File: src/rtl/addsub_pipe.sv
`default_nettype none
// +----------------------------------------------------------------------------+
// | addsub_pipe                                                                |
// | Two-stage add/subtract pipeline with an accumulator and optional signed    |
// | saturation. It uses a valid/ready handshake on both the input and output.  |
// | Rev 1.0                                                                    |
// +----------------------------------------------------------------------------+
module addsub_pipe #(
  parameter int WIDTH = 8,
  parameter bit SAT   = 1'b0
) (
  input  logic             clk,
  input  logic             rst_n,
  input  logic             in_valid,
  output logic             in_ready,
  input  logic [1:0]       op,
  input  logic [WIDTH-1:0] a,
  input  logic [WIDTH-1:0] b,
  input  logic             clr,
  output logic             out_valid,
  input  logic             out_ready,
  output logic [WIDTH-1:0] result,
  output logic             carry_out,
  output logic             overflow,
  output logic             zero,
  output logic             negative,
  output logic             ovf_sticky
);

  localparam logic [WIDTH-1:0] c_MAX_POS = {1'b0, {(WIDTH-1){1'b1}}};
  localparam logic [WIDTH-1:0] c_MIN_NEG = {1'b1, {(WIDTH-1){1'b0}}};

  logic             r_s1_valid;
  logic [1:0]       r_s1_op;
  logic [WIDTH-1:0] r_s1_a;
  logic [WIDTH-1:0] r_s1_b;
  logic [WIDTH-1:0] r_acc;
  logic             r_out_valid;
  logic [WIDTH-1:0] r_result;
  logic             r_carry;
  logic             r_ovf;
  logic             r_zero;
  logic             r_neg;
  logic             r_sticky;

  logic             w_s2_load;
  logic             w_acc_xfer;
  logic             w_sub;
  logic [WIDTH-1:0] w_x;
  logic [WIDTH-1:0] w_y;
  logic [WIDTH-1:0] w_y_eff;
  logic [WIDTH-2:0] w_low;
  logic             w_c_into_msb;
  logic             w_msb;
  logic             w_cout;
  logic             w_ovf;
  logic [WIDTH-1:0] w_raw;
  logic [WIDTH-1:0] w_final;

  assign w_s2_load  = r_s1_valid && (!r_out_valid || out_ready);
  assign in_ready   = !r_s1_valid || w_s2_load;
  assign w_acc_xfer = w_s2_load && r_s1_op[1];

  // A clear that lands on the same edge as an ACC op makes that op start from zero.
  assign w_x     = r_s1_op[1] ? (clr ? '0 : r_acc) : r_s1_a;
  assign w_y     = r_s1_op[1] ? r_s1_a : r_s1_b;
  assign w_sub   = r_s1_op[0];
  assign w_y_eff = w_sub ? ~w_y : w_y;

  // Split the adder at the MSB so the carry into it is visible for overflow.
  assign {w_c_into_msb, w_low} = {1'b0, w_x[WIDTH-2:0]} + {1'b0, w_y_eff[WIDTH-2:0]}
                                 + {{(WIDTH-1){1'b0}}, w_sub};
  assign {w_cout, w_msb} = {1'b0, w_x[WIDTH-1]} + {1'b0, w_y_eff[WIDTH-1]}
                           + {1'b0, w_c_into_msb};
  assign w_raw = {w_msb, w_low};
  assign w_ovf = w_c_into_msb ^ w_cout;

  always_comb begin
    w_final = w_raw;
    if (SAT && w_ovf) begin
      w_final = w_x[WIDTH-1] ? c_MIN_NEG : c_MAX_POS;
    end
  end

  always_ff @(posedge clk or negedge rst_n) begin
    if (!rst_n) begin
      r_s1_valid <= 1'b0;
      r_s1_op    <= 2'b00;
      r_s1_a     <= '0;
      r_s1_b     <= '0;
    end else if (in_ready) begin
      r_s1_valid <= in_valid;
      if (in_valid) begin
        r_s1_op <= op;
        r_s1_a  <= a;
        r_s1_b  <= b;
      end
    end
  end

  always_ff @(posedge clk or negedge rst_n) begin
    if (!rst_n) begin
      r_out_valid <= 1'b0;
      r_result    <= '0;
      r_carry     <= 1'b0;
      r_ovf       <= 1'b0;
      r_zero      <= 1'b0;
      r_neg       <= 1'b0;
    end else if (w_s2_load) begin
      r_out_valid <= 1'b1;
      r_result    <= w_final;
      r_carry     <= w_cout;
      r_ovf       <= w_ovf;
      r_zero      <= (w_final == '0);
      r_neg       <= w_final[WIDTH-1];
    end else if (out_ready) begin
      r_out_valid <= 1'b0;
    end
  end

  always_ff @(posedge clk or negedge rst_n) begin
    if (!rst_n) begin
      r_acc <= '0;
    end else if (w_acc_xfer) begin
      r_acc <= w_final;
    end else if (clr) begin
      r_acc <= '0;
    end
  end

  // A fresh overflow outranks a simultaneous clear.
  always_ff @(posedge clk or negedge rst_n) begin
    if (!rst_n) begin
      r_sticky <= 1'b0;
    end else if (w_s2_load && w_ovf) begin
      r_sticky <= 1'b1;
    end else if (clr) begin
      r_sticky <= 1'b0;
    end
  end

  assign out_valid  = r_out_valid;
  assign result     = r_result;
  assign carry_out  = r_carry;
  assign overflow   = r_ovf;
  assign zero       = r_zero;
  assign negative   = r_neg;
  assign ovf_sticky = r_sticky;

endmodule
`default_nettype wire
File: config.mk
export PLATFORM = sky130hd
export DESIGN_NAME = addsub_pipe
export DESIGN_NICKNAME = d
export VERILOG_FILES = /design/src/rtl/addsub_pipe.sv
export SDC_FILE = /design/constraint.sdc
export NUM_CORES = 1
export LEC_CHECK = 0
export BUFFER_PORTS_ARGS = -buffer_cell sky130_fd_sc_hd__buf_2
export CORE_MARGIN = 2
export CORE_UTILIZATION = 35
export DETAILED_ROUTE_END_ITERATION = 16
export PLACE_DENSITY_LB_ADDON = 0.15
export SYNTH_ARGS = -nofsm -noshare
export SYNTH_HDL_FRONTEND = slang
export SYNTH_SLANG_ARGS = --single-unit
export TNS_END_PERCENT = 50
File: constraint.sdc
create_clock -name clk -period 7.4 [get_ports clk]
set_input_delay 0.37 -clock clk [delete_from_list [all_inputs] [get_ports clk]]
set_output_delay 0.37 -clock clk [all_outputs]
set_load 0.05 [all_outputs]
=== Yosys cells after proc, flatten, opt, wreduce, memory -nomap -nowiden ===
Index checks and enable logic that the tools add are counted.
Widths: inputs -> output; s select.

* Bits in registers: 41
* Bits of input ports: 23

* Reductions and logical operators: 11
* Mux-type cells: 9
* Add/sub/neg operators: 4
* Bitwise operators: 2

{| class="wikitable"
|+ Operators by type and width
! kind !! count
|-
| $mux 8 || 5
|-
| $add 7x7->8 || 1
|-
| $add 8x1->8 || 1
|-
| $logic_not 8->1 || 1
|-
| $not 8->8 || 1
|-
| $mux 1 || 4
|-
| $reduce_bool 2->1 || 2
|-
| $logic_and 1x1->1 || 3
|-
| $add 1x1->2 || 1
|-
| $add 2x1->2 || 1
|-
| $logic_not 1->1 || 2
|-
| $logic_or 1x1->1 || 2
|-
| $reduce_and 2->1 || 1
|-
| $xor 1x1->1 || 1
|}

=== Logic depth before layout (Yosys ltp) ===
Gate-level depths: netlist (run 1).

* Depth after elaboration: 9
* Depth in mapped cells: 13
* Depth with buffers taken out: 10

=== Least setup slack after synthesis (run 1) ===
Ideal clock, no wire load.

* Path type: register to register
* From: register r_s1_op[1]
* To: register r_zero (netlist: zero)
* Slack: 4.140 ns
* Stages on the path, launching flop included: 12
* Data arrival time: 3.139 ns
* Library setup time: 0.121 ns
* Cell sequence: dfrtp_1 clkbuf_1 buf_1 mux2_2 ha_1 a21oi_1 o31ai_4 a41oi_2 fa_1 nand3b_1 nor4_2 a32o_2

* Longest elaborated chain between the ends: 7

{| class="wikitable"
|+ RTL lines
! what !! line !! source
|-
| start: declaration || 34 || <nowiki>logic [1:0] r_s1_op;</nowiki>
|-
| start signal: assignment || 94 || <nowiki>r_s1_op <= op;</nowiki>
|-
| $mux 8 || 66 || <nowiki>assign w_y = r_s1_op[1] ? r_s1_a : r_s1_b;</nowiki>
|-
| $not 8->8 || 68 || <nowiki>assign w_y_eff = w_sub ? ~w_y : w_y;</nowiki>
|-
| $mux 8 || 68 ||
|-
| $add 7x7->8 || 71 || <nowiki>assign {w_c_into_msb, w_low} = {1'b0, w_x[WIDTH-2:0]} + {1'b0, w_y_eff[WIDTH-2:0]}</nowiki>
|-
| $add 8x1->8 || 72 || <nowiki>+ {{(WIDTH-1){1'b0}}, w_sub};</nowiki>
|-
| $add 2x1->2 || 74 || <nowiki>+ {1'b0, w_c_into_msb};</nowiki>
|-
| $logic_not 8->1 (*) || 114 || <nowiki>r_zero <= (w_final == '0);</nowiki>
|-
| end signal: assignment || 114 ||
|-
| end: declaration || 42 || <nowiki>logic r_zero;</nowiki>
|}

Every way passes the cells marked *; elsewhere a longest branch is shown, timed or not.
A chain may end at the register's enable or synchronous reset.

=== Worst setup path in the final report (run 1) ===
Same ends and word-level chain as after synthesis.

==> reports/qor.csv, run 1 <==
metric,value,unit
status,"finished, final reports clean",
wl_per_cell,13.0,um
route.detailed.drc,0,
antenna_found_initial,0,
timing_worst_setup_path_type,reg -> reg,
p_leak,1.13,nW
cts_tree,yes,
synth.distinct_cells,32,
cts_hold_buf,0,
dr.pass1.iters,4,
cts.sinks,40,
tns,0,ps
gp_congestion,0.708,
fin_worst_skew,8.36,ps
cts-htree-levels,2,
layout-drive-gt1-share,32.6,%
fmaxAchievable,292,MHz
setup_ws,3980,ps
crit_family,flip-flops,
vdd_ir_drop_max,176,uV
diodes,0,
fin_util,42.0,%
clock-root-buffer,clkbuf_8,
initial_core_util,36.0,%
fin_crit_sh,46.3,%
critPathMaxStageDelay,950,ps
place_area,2350,um^2
grt_setup_unrepaired,no,
die_x,81.8,um
min_period,3420,ps
hpwl,2840,um
pre_cts_ws,3970,ps
whs,199,ps
yosysSeqAreaShare,47.3,%
syn_avg_cell_area,11.2,um^2
area.growth.synth_to_final,16.8,%
hold_class,in -> async,
setup_viol,0,
ant_nets,0,
grt_pass1_wl,6470,um
start_kind,register,
worstMarginPinSlew,918,ps
dieHeight,81.8,um
worstPathRequired,7640,ps
fp.coreArea,5890,um^2
portBuffers,37,
powerDensity,385,nW/um^2
layout_commonest_cell,dfrtp_1,
netlist_area,2120,um^2
ys_ff_latch,40,
crit_path_end_kind,register,
io_pins,38,
yosys_warnings,0,
clkSlewWorstSetupHoldPaths,80,ps
grt_util_all_layers,13.1,%
synth_nets,220,
path_cells,"mux2_2, ha_1, nand2_1, o31ai_4, a41oi_2, fa_1, nand3b_1, nor4_2, a32o_2",
drv_cap,0,
design_area,2470,um^2
worstPathMaxFanout,23,
slew_violations,0,
grt_max_degree,41,
synthCells,189,
vias_per_cell,4.73,
timing.critical_path.arrival,3660,ps
cts.repair.resized,0,
nNetsFinal,254,
maxSlewHeadroom,38.8,%
wl,3890,um
via_count,1414,
slowest_stage,dfrtp_1,
drt_iter0_drc,70,
grt_pass1_vias,1311,
grt_overflow,0,
clk_latency,300,ps
die_area,6690,um^2
clk_path_buf_depth,2,
hold_viol_final,0,
layout.cells.most_common_list,"40 x dfrtp_1, 37 x buf_2, 22 x mux2_2, 22 x o21ai_0, 20 x nand2_1",
path_buf_inv,0,
row_count,28,
cts_setup_buffers,0,
cts_inserted_buffers,5,
through the flow:
step | total power, W | std cells
after detailed placement | 0.000765 | 291
after CTS | 0.000966 | 299
after global placement | 0.000763 | 291
after floorplan | 0.000667 | 189
final | 0.000951 | 299
after global routing | 0.00103 | 299
kinds of logic after synthesis:
| logic type | share of synthesized area (%) |
|---|---|
| AND/OR/NAND/NOR | 11.8 |
| multiplexers | 16.0 |
| AO/OA/AOI/OAI | 10.6 |
| XOR/XNOR | 5.38 |
| adder cells (fa/ha/maj) | 5.44 |
| buffers and inverters | 3.61 |
| flip-flops | 47.3 |
area by class of cell:
cell class / instances / area (um^2)
Inverter: 7 / 26.3
Clock inverter: 1 / 30.0
Multi-Input combinational cell: 132 / 1040
Clock buffer: 7 / 96.3
Sequential cell: 40 / 1000
Tap cell: 75 / 93.8
Fill cell: 613 / 3410
Timing Repair Buffer: 37 / 185
cells in the mapped netlist:
cell / n / area [um^2]
buf_4: 1 / 7.51
o21a_1: 1 / 7.51
mux2_2: 22 / 248
nor2b_4: 1 / 13.8
nor2b_1: 4 / 25.0
buf_1: 1 / 3.75
o31ai_4: 1 / 21.3
and2_1: 1 / 6.26
a21boi_1: 1 / 7.51
nor2_1: 3 / 11.3
nand2b_1: 4 / 25.0
o21ai_0: 22 / 110
nand2_1: 20 / 75.1
dfrtp_1: 40 / 1000
o21ai_1: 1 / 5.00
nand3_1: 1 / 5.00
buf_2: 1 / 5.00
buf_6: 1 / 11.3
a21oi_1: 4 / 20.0
nor4_2: 1 / 12.5
a32o_2: 1 / 11.3
o22ai_1: 2 / 12.5
xor2_1: 4 / 35.0
inv_1: 7 / 26.3
nand3b_1: 10 / 75.1
clkbuf_1: 6 / 22.5
mux2i_1: 9 / 90.1
a41oi_2: 1 / 16.3
a211oi_2: 1 / 12.5
ha_1: 6 / 75.1
fa_1: 2 / 40.0
xnor2_1: 9 / 78.8
path summary, 6_finish.rpt:
kind / start / cells past startpoint / slack, ps / to
setup / recovery: r_s1_op[1] / 9 / 3980 / zero
hold / removal: rst_n / 1 / 200 / result[4]
setup reg to reg: r_s1_op[1] / 9 / 3980 / zero
hold reg to reg: result[4] / 2 / 480 / result[4]
max in group asynchronous: rst_n / 1 / 6610 / r_s1_a[0]
min in group clk: in_valid / 2 / 280 / r_s1_valid
registers in the layout (all words and copies together) (netlist names), 2 cells and up:
| signal | flops |
|---|---|
| r_s1_a | 8 |
| r_s1_op | 2 |
| r_s1_b | 8 |
| r_acc | 8 |
| result | 8 |
power breakdown:
part	leakage [nW]	internal (W)	switching, W
sequential	0.488	0.000279	0.0000403
combinational	0.581	0.000152	0.000282
clock	0.0645	0.000119	0.0000784
total	1.13	0.000550	0.000401
routing by layer:
metal | global-route usage (%) | part of all wire (%)
met2 | 18.8 | 42
met5 | 0 | 0
met3 | 4.07 | 5.5
met1 | 18.4 | 51
met4 | 5.00 | 1.7
worst reg2reg max path, stage by stage, from the launching register on:
cell and delay [ps]:
dfrtp_1 950, mux2_2 420, ha_1 350, nand2_1 100
o31ai_4 240, a41oi_2 200, fa_1 570, nand3b_1 100
nor4_2 240, a32o_2 200
(Power assumes the default switching activity.)
==> inputs of run 2 (changes only) <==
- ABC_AREA: unset -> 1
- clock period: 7.4 -> 3.2 ns (I/O delays scaled with it)
==> run 2 against run 1 <==
The flow now finishes with violations (hold timing). Synthesized cell count increased by 35%. Cell area up 2.3%. Setup slack got worse by 3600 ps. First-iteration DRC count decreased by 40%. Synthesized area is 3.4% higher. Worst hold slack got worse by 200 ps. Wire length grew 13%. Clock skew about the same. Power rose by 130%. Flip-flop and latch count is the same. Sequential share of layout area is 0.92 points lower. Global-route usage increased by 0.65 points. Largest cell class unchanged. Highest routed layer unchanged.
==> reports/qor.csv, run 2 <==
metric,value,unit,change
status,"complete, but fails checks",,
violations,hold timing,,
power_frac_clock,15.8,%,-5.0 points
tns,0,ps,unchanged
fp.coreArea,5990,um^2,+1.8%
worstPathMaxFanout,11,,-52%
combPwrFrac,51.2,%,+5.5 points
layout_commonest_cell,nand2_1,,
rr_startpoint,r_s1_op[1],,
via_count,1668,,+18%
synth_area_leaders,"dfrtp_1 46%, nand2_1 13%, mux2_2 6.2%, o21ai_0 4.3%, inv_1 3.8%",,
cts_hold_buf,0,,unchanged
grt_util_all_layers,13.7,%,+0.65 points
hold_viol_final,7,,+7
place_area,2430,um^2,+3.6%
route.detailed.drc,0,,unchanged
syn_avg_cell_area,8.55,um^2,-24%
clkSlewWorstSetupHoldPaths,80,ps,about the same
critical_path.startpoint,r_s1_op[1],,
cts_inserted_buffers,5,,unchanged
drv_cap,0,,unchanged
clk_latency,290,ps,about the same
yosysMostFrequentCell,nand2_1,,
area.growth.synth_to_final,15.5,%,
sequentialPowerShare,33.0,%,-0.6 points
die_area,6900,um^2,+3.3%
grt_max_degree,41,,unchanged
synth_top_area_share,45.7,%,-1.6 points
fillers,635,,+3.6%
setup_ws,365,ps,-3610 ps
wl_per_cell,11.9,um,-8.6%
crit_path_end_kind,register,,
clk_path_buf_depth,2,,unchanged
timing.critical_path.arrival,3060,ps,-600 ps
antenna_found_initial,0,,unchanged
cp_common_cell,nand2_1,,
grt_setup_unrepaired,no,,
pre_cts_ws,357,ps,-3610 ps
hold_class,in -> async,,
hpwl,3410,um,+20%
dp_cells,361,,+24%
dr.pass1.iters,4,,unchanged
nNetsFinal,324,,+28%
yosys_warnings,0,,unchanged
synth_edf_count,0,,unchanged
wl,4390,um,+13%
p_int,0.00117,W,+110%
grt_overflow,0,,unchanged
initial_core_util,36.5,%,+0.58 points
worstMarginPinSlew,900,ps,-18.2 ps
fin_cells,369,,+23%
portBuffers,37,,unchanged
setup_viol,0,,unchanged
p_sw,0.00103,W,+160%
netlist_area,2190,um^2,+3.4%
yosys-top-cells-count,"74 x nand2_1, 40 x dfrtp_1, 22 x inv_1",,
ys_ff_latch,40,,unchanged
fin_crit_sh,88.6,%,+42 points
row_count,28,,unchanged
async_reset_ff_share,100,%,unchanged
grt_pass1_vias,1671,,+27%
start_kind,register,,
fin_worst_skew,8.23,ps,-0.135 ps
synth_top_cell_by_area,dfrtp_1,,
min_period,2840,ps,-588 ps
cts.sinks,40,,unchanged
slowest_stage,fa_1,,
vias_per_cell,4.52,,-4.4%
cts_tree,yes,,
p_leak,1.30,nW,+15%
design_area,2530,um^2,+2.3%
layout.cells.most_common_list,"74 x nand2_1, 40 x dfrtp_1, 37 x buf_2",,
worstPathRequired,3430,ps,-4210 ps
drt_iter0_drc,42,,-40%
gp_congestion,0.840,,+19%
dieHeight,83.1,um,+1.6%
synth_nets,287,,+30%
critPathMaxStageDelay,540,ps,-410 ps
path_cells,"inv_2, buf_4, nand2_1, nand2_1, xor2_2, ha_1, nand2_1, inv_1, nand3_2, nand2_2, nand2_2, nand2_1, inv_1, fa_1, nand2_1, nor2_1, nand2_1, nor2_1, nand4_1, nand2_1",,
layout-drive-gt1-share,24.5,%,-8.1 points
clock-root-buffer,clkbuf_8,,
timing_worst_setup_path_type,reg -> reg,,
p_sw_share,46.7,%,+4.6 points
diodes,0,,unchanged
io_pins,38,,unchanged
ant_nets,0,,unchanged
yosysSeqAreaShare,45.7,%,-1.6 points
grt_pass1_wl,7760,um,+20%
whs,-3.76,ps,-203 ps
synthCells,256,,+35%
fmaxAchievable,353,MHz,+21%
powerDensity,871,nW/um^2,+130%
slew_violations,0,,unchanged
fin_util,42.2,%,+0.22 points
cts-htree-levels,2,,unchanged
synth_top_flop_cell,dfrtp_1,,
synth.distinct_cells,29,,-9.4%
maxSlewHeadroom,40.0,%,+1.2 points
vdd_ir_drop_max,458,uV,+160%
die_x,83.1,um,+1.6%
[run 2: cell count changes after synthesis, sizes merged, moves of 4 or more]
cell / previous run / this run
xnor2: 9 / 2
inv: 7 / 25
nand2: 20 / 78
mux2: 22 / 12
nor2: 3 / 17
nor2b: 5 / 0
nand3b: 10 / 1
clkbuf: 6 / 2
nand3: 1 / 15
xor2: 4 / 8
a21oi: 4 / 9
nand2b: 4 / 0
mux2i: 9 / 0
[run 2: final timing paths]
kind,endpoint,slack [ps],cells after the start
min,r_s1_a[4],-4,1
max reg2reg,zero,360,20
max in group asynchronous,r_s1_op[0],2650,1
min in group clk,r_s1_b[4],100,2
min reg2reg,result[4],480,2
max,zero,360,20
[run 2: critical path: cells and delay by family, from the launching register on]
| family | cells | cell delay, ps |
|---|---|---|
| buffers and inverters | 4 | 470 |
| and+or+nand+nor | 13 | 1000 |
| DFF | 1 | 390 |
| xor gates and xnor gates | 1 | 90 |
| adders and majority gates | 2 | 820 |
[run 2: repair_timing]
action	in CTS	in global routing
setup endpoints to repair	0	1
gates resized for setup	0	1
hold endpoints to repair	0	0
setup buffers	0	0
[run 2: cell families after synthesis]
| group | Yosys count | share of synthesized area, % |
|---|---|---|
| flip-flops | 40 | 45.7 |
| AO/OA/AOI/OAI | 37 | 9.31 |
| XOR/XNOR | 10 | 4.34 |
| adder cells (fa/ha/maj) | 8 | 5.26 |
| buffers and inverters | 34 | 6.74 |
| AND/OR/NAND/NOR | 115 | 22.5 |
| multiplexers | 12 | 6.17 |
[run 2: cell type report]
| type | count | area (um^2) | share of cell area [%] |
|---|---|---|---|
| multi-input cells | 182 | 1050 | 41.4 |
| flip-flops and latches | 40 | 1000 | 39.6 |
| repair buffers | 39 | 200 | 7.91 |
| inverters | 25 | 93.8 | 3.71 |
| well taps | 75 | 93.8 | 3.71 |
| clock buffers | 6 | 82.6 | 3.26 |
| clock inverters | 2 | 10.0 | 0.396 |
[run 2: per-stage QoR]
step | hold WS, ps | total power (W)
floorplan | -136 | 0.00162
detailed placement | 341 | 0.00188
global route | 67.7 | 0.00240
global placement | 346 | 0.00187
finish | -3.76 | 0.00220
CTS | 26.1 | 0.00223
[run 2: per-layer routing]
layer	up-vias	wire [um]	GRT usage, %
met5	-	0	0
met4	0	22	3.13
met3	2	176	3.28
met2	35	1850	21.8
met1	736	2340	19.1
li1	895	-	-
[run 2: power groups by stage]
stage	registers, W	logic (W)	clock network, W
2_1_floorplan	0.000962	0.000653	0
3_5_place_dp	0.000737	0.00114	0
3_3_place_gp	0.000733	0.00113	0
5_1_grt	0.000746	0.00127	0.000385
6_report	0.000727	0.00113	0.000347
4_1_cts	0.000728	0.00114	0.000363
